==> config.mk <==
export PLATFORM = sky130hd
export DESIGN_NAME = dec38_hold_queue
export DESIGN_NICKNAME = d
export VERILOG_FILES = /design/src/rtl/dec38_hold_queue.sv
export SDC_FILE = /design/constraint.sdc
export NUM_CORES = 1
export LEC_CHECK = 0
export BUFFER_PORTS_ARGS = -buffer_cell sky130_fd_sc_hd__clkbuf_2
export CAP_MARGIN = 20
export CORE_MARGIN = 2
export CORE_UTILIZATION = 57
export DETAILED_ROUTE_END_ITERATION = 8
export PLACE_DENSITY = 0.89
export SLEW_MARGIN = 15
export SYNTH_ARGS = -nofsm -noshare
export SYNTH_HDL_FRONTEND = slang
export SYNTH_SLANG_ARGS = --single-unit
==> constraint.sdc <==
create_clock -name clk -period 2.65 [get_ports clk]
set_input_delay 0.53 -clock clk [delete_from_list [all_inputs] [get_ports clk]]
set_output_delay 0.53 -clock clk [all_outputs]
set_load 0.05 [all_outputs]
==> src/rtl/dec38_hold_queue.sv <==
// ---------------------------------------------------------------------------
// dec38_hold_queue
//
// Decode end of the priority-encoder path. Codes arriving from the encoder
// (3-bit code plus an "input present" flag) are queued in a small FIFO and
// each one is shown as a one-hot 8-bit pattern for HOLD consecutive cycles.
// Queued codes follow each other with no blank cycle in between. Offers
// whose flag is low are accepted but not stored.
//
// Parameters
//   HOLD      cycles each one-hot pattern stays on y (1..255)
//   DEPTH     FIFO entries, power of two, >= 2
//
// Ports
//   clk       rising-edge clock
//   rst_n     asynchronous active-low reset
//   in_valid  offer of one code this cycle
//   in_code   code to decode (0..7)
//   in_idc    encoder "input present" flag; 0 = entry carries no code
//   in_ready  block can accept (registered, equals !full)
//   y         registered one-hot pattern, all zero when idle
//   active    high while a pattern is being driven
//   level     current FIFO occupancy (0..DEPTH)
// ---------------------------------------------------------------------------
module dec38_hold_queue #(
  parameter int HOLD  = 4,
  parameter int DEPTH = 4
) (
  input  logic                     clk,
  input  logic                     rst_n,
  input  logic                     in_valid,
  input  logic [2:0]               in_code,
  input  logic                     in_idc,
  output logic                     in_ready,
  output logic [7:0]               y,
  output logic                     active,
  output logic [$clog2(DEPTH):0]   level
);

  localparam int AW = $clog2(DEPTH);
  localparam logic [7:0] HOLD_M1 = 8'(HOLD - 1);

  typedef enum logic {
    IDLE = 1'b0,
    SHOW = 1'b1
  } state_t;

  // one-hot decode of a 3-bit code
  function automatic logic [7:0] onehot(input logic [2:0] code);
    logic [7:0] r;
    r = 8'h00;
    r[code] = 1'b1;
    return r;
  endfunction

  // -------------------------------------------------------------------------
  // FIFO storage and pointers
  // -------------------------------------------------------------------------
  logic [2:0]  mem_q [DEPTH];
  logic [AW:0] wptr_q, wptr_d;
  logic [AW:0] rptr_q, rptr_d;
  logic [AW:0] level_q, level_d;
  logic        full_q, full_d;
  logic        empty;
  logic        push;
  logic        pop;
  logic [2:0]  head;

  // in_ready comes straight from the registered full flag, so a pop in
  // the current cycle cannot raise it and in_valid never reaches it.
  assign push  = in_valid && !full_q && in_idc;
  // empty is judged on registered pointers: a push on this edge is not
  // yet visible to the pop logic.
  assign empty = (wptr_q == rptr_q);
  assign head  = mem_q[rptr_q[AW-1:0]];

  always_comb begin
    wptr_d = wptr_q;
    rptr_d = rptr_q;
    if (push) wptr_d = wptr_q + 1'b1;
    if (pop)  rptr_d = rptr_q + 1'b1;
  end

  // Occupancy is the pointer difference modulo 2*DEPTH; full when the
  // pointers agree in the index bits but differ in the wrap bit.
  always_comb begin
    level_d = wptr_d - rptr_d;
    full_d  = (wptr_d[AW] != rptr_d[AW]) &&
              (wptr_d[AW-1:0] == rptr_d[AW-1:0]);
  end

  always_ff @(posedge clk or negedge rst_n) begin
    if (!rst_n) begin
      wptr_q  <= '0;
      rptr_q  <= '0;
      level_q <= '0;
      full_q  <= 1'b0;
    end else begin
      wptr_q  <= wptr_d;
      rptr_q  <= rptr_d;
      level_q <= level_d;
      full_q  <= full_d;
    end
  end

  // Entry storage carries data only; no reset needed.
  always_ff @(posedge clk) begin
    if (push) mem_q[wptr_q[AW-1:0]] <= in_code;
  end

  // -------------------------------------------------------------------------
  // Display state machine
  // -------------------------------------------------------------------------
  state_t      state_q, state_d;
  logic [7:0]  y_q, y_d;
  logic [7:0]  cnt_q, cnt_d;
  logic        active_q, active_d;

  // state register (plus the registered outputs it drives)
  always_ff @(posedge clk or negedge rst_n) begin
    if (!rst_n) begin
      state_q  <= IDLE;
      y_q      <= 8'h00;
      cnt_q    <= 8'h00;
      active_q <= 1'b0;
    end else begin
      state_q  <= state_d;
      y_q      <= y_d;
      cnt_q    <= cnt_d;
      active_q <= active_d;
    end
  end

  // next-state logic
  always_comb begin
    state_d = state_q;
    case (state_q)
      IDLE:    if (!empty) state_d = SHOW;
      SHOW:    if ((cnt_q == 8'h00) && empty) state_d = IDLE;
      default: state_d = IDLE;
    endcase
  end

  // output / datapath logic
  always_comb begin
    pop   = 1'b0;
    y_d   = y_q;
    cnt_d = cnt_q;
    case (state_q)
      IDLE: begin
        if (!empty) begin
          pop   = 1'b1;
          y_d   = onehot(head);
          cnt_d = HOLD_M1;
        end else begin
          y_d   = 8'h00;
          cnt_d = 8'h00;
        end
      end
      SHOW: begin
        if (cnt_q != 8'h00) begin
          cnt_d = cnt_q - 8'h01;
        end else if (!empty) begin
          // window ended with work waiting: reload without a blank cycle
          pop   = 1'b1;
          y_d   = onehot(head);
          cnt_d = HOLD_M1;
        end else begin
          y_d   = 8'h00;
        end
      end
      default: begin
        y_d   = 8'h00;
        cnt_d = 8'h00;
      end
    endcase
    active_d = (state_d == SHOW);
  end

  assign in_ready = !full_q;
  assign y        = y_q;
  assign active   = active_q;
  assign level    = level_q;

  // -------------------------------------------------------------------------
  // Invariants
  // -------------------------------------------------------------------------
  a_onehot0 : assert property (@(posedge clk) disable iff (!rst_n)
    $onehot0(y_q));
  a_active_y : assert property (@(posedge clk) disable iff (!rst_n)
    active_q == (y_q != 8'h00));
  a_level_max : assert property (@(posedge clk) disable iff (!rst_n)
    level_q <= (AW+1)'(DEPTH));

endmodule

==> results.txt <==
----------------------------------------------------
[Drt]
  Detailed router's first-iteration violation count ... 47
  Post-route ant nets ... 0
  Router iterations before antenna repair ... 4
  Total length of routed wires ... approximately 3.3 mm
  Vias after detailed routing ... roughly 1200
  Routed len/inst ... between 15 and 20 µm
  Vias per cell ... 5.703
  Number of remaining DRC errors ... 0

[Cells and area]
  Fraction of final layout cells sized beyond drive strength 1 ... around 22%
  Number of inserted diodes ... 0
  Final design instance area without fill ... approximately 2000 µm²
  Final nets ... 183
  Filler-free cell count of the finished design ... between 200 and 250
  Area added between synthesis and finish ... 10.97%
  Fill cells ... between 200 and 250

[Clock network]
  Number of gates resized after CTS ... 0
  Setup bufs post-CTS ... 0
  TritonCTS buffer count ... 5
  Clock latency at the later pin of the worst-skew pair ... ~0.35 ns
  Clock-pin transition on the worst setup and hold timing paths ... ~0.11 ns
  TritonCTS clock tree ... yes
  Hold-fix buffer count after cts ... 0
  Buffer levels on the longest clock path ... 2
  Number of H-tree levels ... 2
  CTS sink count ... 39
  Root buffer cell ... sky130_fd_sc_hd__clkbuf_4

[STA]
  Upper clock frequency limit ... between 0.4 and 0.5 GHz
  Setup violation total in the final timing report ... 0
  Final worst slack ... approximately 0.43 ns
  Slew Limit Fails ... 0
  Fin crit period ... ~2.2 ns
  Final setup skew ... approximately 0.0082 ns
  Number of hold violations in the final report ... 0
  Final sum of negative setup slack ... 0 ns
  RSZ-0062 raised after global routing ... no
  Fin crit share ... a little over four fifths
  Slew at the pin closest to its max-slew limit ... 0.6849 ns
  Tightest slew margin relative to the limit ... between 50 and 60%

[GRT]
  Initial antenna violation count ... 0
  Via count of the first global-routing pass ... 1200
  First-pass GRT wire length ... 5.499 mm
  Gr ovfl total ... 0
  Global router's overall resource usage ... approximately a fifth
  Maximum number of pins on one net before global-route repair ... 28

[Power and ir drop]
  Ratio of total power to cell area ... 1144 nW/µm²
  Internal portion of total power ... ~1.3 mW
  Clk network pwr share ... about an eighth
  Net Sw Power ... between 1 and 1.5 mW
  Static leakage ... around 0.9 nW
  Proportion of total power due to net switching ... ~44%
  Combinational share of power ... a little under half
  Sequential group share of total power ... 41.7%
  PnR Total Power ... approximately 2.3 mW
  Worst IR drop on VDD ... 739.0 µV

[Yosys]
  Count of flip-flops with a built-in enable after synthesis ... 12
  Share of Yosys cell area claimed by the top area cell type ... 36.78%
  Seq/Total Area, Yosys ... a little under three fifths
  Top flip-flop cell by instance count after synthesis ... sky130_fd_sc_hd__dfrtp_1
  Top area cells in the synthesized netlist ... sky130_fd_sc_hd__dfrtp_1 37%, sky130_fd_sc_hd__edfxtp_1 20%, sky130_fd_sc_hd__ha_1 6.1%
  Netlist area before placement ... between 1500 and 2000 µm²
  Gate count of the mapped netlist ... roughly 140
  Post-synthesis cell type with the largest combined area ... sky130_fd_sc_hd__dfrtp_1
  YS warnings ... 0
  Number of distinct library cell variants in the gate-level netlist after synthesis ... 35
  Per-instance average area after synthesis ... 12.93 µm²
  Number of storage elements in the synthesis netlist ... 39
  Share of async-settable or async-resettable flops after synthesis ... 69.23%
  Mapped Nets ... roughly 160

[Floorplan]
  Die height ... roughly 60 µm
  Number of ports placed on the die boundary ... 20
  Floorplan Core Area ... a little over 3000 µm²
  Starting density of the core ... ~60%
  Floorplan row count ... 20
  Die Span X ... 60.77 µm
  Die area ... ~3700 µm²

[Hold path]
  Class of the tightest hold or removal check ... in -> async

[Worst setup path]
  Depth of the worst register-to-register path ... 9
  Max stage delay cell, worst path ... sky130_fd_sc_hd__dfrtp_1
  Endpoint kind of the worst setup timing path ... flop
  Data arrival time at the worst-slack endpoint ... 2.50 ns
  Max incr delay on CP ... 0.44 ns
  Reg-to-Reg Start ... cnt_q[5]$_DFFE_PN0P_
  Critical Setup Path Class ... reg -> reg
  CP Max Fanout ... 6
  List of cells traversed by the critical path ... nor4_4, a31o_4, nand2_1, xnor2_1, ha_1, inv_1, ha_1, a21oi_1, xnor2_1
  Capture point of the worst reg-to-reg path ... level[2]$_DFF_PN0_
  Setup slack of the worst register-to-register path ... about 0.43 ns
  Required time of the critical path ... 2.93 ns
  Crit path launch type ... flop

[Placement]
  Placed Instances ... a little over 200
  DP Wirelength ... 2.388 mm
  Number of input and output port buffers inserted ... 19
  Final weighted congestion in routability-driven placement ... roughly 0.80
  Standard cell area after detailed placement ... a little under 2000 µm²
  Pre-CTS setup slack ... ~0.43 ns

[Outcome]
  Status ... complete, no violations

[Flow run]
  Max-capacitance violation count ... 0

----------------------------------------------------
## placed cells by master (no fill, tap or decap), types with 4 or more instances in the layout
cell type                  synthesis  routed
sky130_fd_sc_hd__edfxtp_1         12      12
sky130_fd_sc_hd__ha_1              9       9
sky130_fd_sc_hd__o31ai_1           4       4
sky130_fd_sc_hd__a21oi_1           5       5
sky130_fd_sc_hd__xnor2_1           7       7
sky130_fd_sc_hd__dfrtp_1          27      27
sky130_fd_sc_hd__nand2_1           8       8
sky130_fd_sc_hd__nand3_1           5       5
sky130_fd_sc_hd__and2_1            7       7
sky130_fd_sc_hd__a32o_1            4       4
sky130_fd_sc_hd__or3_1             4       4
sky130_fd_sc_hd__inv_1            13      13
sky130_fd_sc_hd__nor2_1            7       7
sky130_fd_sc_hd__clkbuf_4          0       5
sky130_fd_sc_hd__clkbuf_2          0      19
## cells in the mapped netlist, types with 2 or more instances
cell                       instances
sky130_fd_sc_hd__inv_1            13
sky130_fd_sc_hd__a31oi_1           2
sky130_fd_sc_hd__o31ai_1           4
sky130_fd_sc_hd__and2_1            7
sky130_fd_sc_hd__clkbuf_1          2
sky130_fd_sc_hd__edfxtp_1         12
sky130_fd_sc_hd__or3_1             4
sky130_fd_sc_hd__ha_1              9
sky130_fd_sc_hd__nor2_1            7
sky130_fd_sc_hd__xor2_1            3
sky130_fd_sc_hd__mux4_2            3
sky130_fd_sc_hd__nand3_1           5
sky130_fd_sc_hd__a21oi_1           5
sky130_fd_sc_hd__dfrtp_1          27
sky130_fd_sc_hd__nand2_1           8
sky130_fd_sc_hd__o21ai_0           3
sky130_fd_sc_hd__xnor2_1           7
sky130_fd_sc_hd__a32o_1            4
## worst max-delay path, delay by kind of cell (launching register included)
| family | cells | cell delay, ns |
|---|---|---|
| AOI/OAI and AO/OA | 2 | 0.41 |
| xor gates and xnor gates | 2 | 0.40 |
| adders and majority gates | 2 | 0.36 |
| buffers and inverters | 1 | 0.04 |
| DFF | 1 | 0.44 |
| and+or+nand+nor | 2 | 0.50 |
## final cells by class
cell class	count	area, µm²	area share (%)
inverters	13	48.80	2.394
flip-flops and latches	39	1036	50.83
multi-input cells	87	739.5	36.28
repair buffers	21	110.1	5.402
well taps	44	55.05	2.701
clock buffers	8	48.80	2.394
## layer usage
metal	part of all wire [%]	global-route usage, %	routed length [µm]	vias up
met1	41	25.99	1353	603
met3	6.2	6.397	203	6
met4	1.2	8.385	40	0
met2	51	35.02	1669	42
li1	-	-	-	558
met5	0	0	0	-
## power by group through the flow
stage | sequential (mW) | combinational, mW | clock [mW]
2_1_floorplan | 1.11 | 0.690 | 0
3_3_place_gp | 0.975 | 1.02 | 0
3_5_place_dp | 0.986 | 1.07 | 0
4_1_cts | 0.976 | 1.08 | 0.298
5_1_grt | 1.00 | 1.17 | 0.320
6_report | 0.973 | 1.07 | 0.292
## sequential cells by signal (all words and copies together) (netlist names)
name    flops
y           8
active      1
cnt_q       8
level       3
mem_q      12
full_q      1
wptr_q      3
rptr_q      3
## worst max-delay path by stage
stage | depth (start not counted) | start | end | slack [ns]
after floorplan | 8 | active$_DFF_PN0_ | level[2]$_DFF_PN0_ | 0.48
after global placement | 9 | cnt_q[5]$_DFFE_PN0P_ | level[2]$_DFF_PN0_ | 0.49
after detailed placement | 6 | in_idc | full_q$_DFF_PN0_ | 0.43
after CTS | 9 | cnt_q[5]$_DFFE_PN0P_ | level[2]$_DFF_PN0_ | 0.43
after global routing | 10 | cnt_q[0]$_DFFE_PN0P_ | level[2]$_DFF_PN0_ | 0.21
final | 9 | cnt_q[5]$_DFFE_PN0P_ | level[2]$_DFF_PN0_ | 0.43
## kinds of logic after synthesis
kind of cell | count (synthesis) | share of synthesized area, %
adders and majority gates | 9 | 6.131
DFF | 39 | 56.40
and+or+nand+nor | 37 | 11.92
buffers and inverters | 16 | 3.338
muxes | 5 | 4.836
xor gates and xnor gates | 11 | 6.131
AOI/OAI and AO/OA | 25 | 11.24
## stage by stage
stage	util, %	hold slack (ns)
after CTS	66.76	0.2163
after global routing	66.76	0.2346
after floorplan	-	0.2344
final	66.76	0.2014
after global placement	65.16	0.4646
after detailed placement	65.16	0.4715
(Power assumes the default switching activity.)
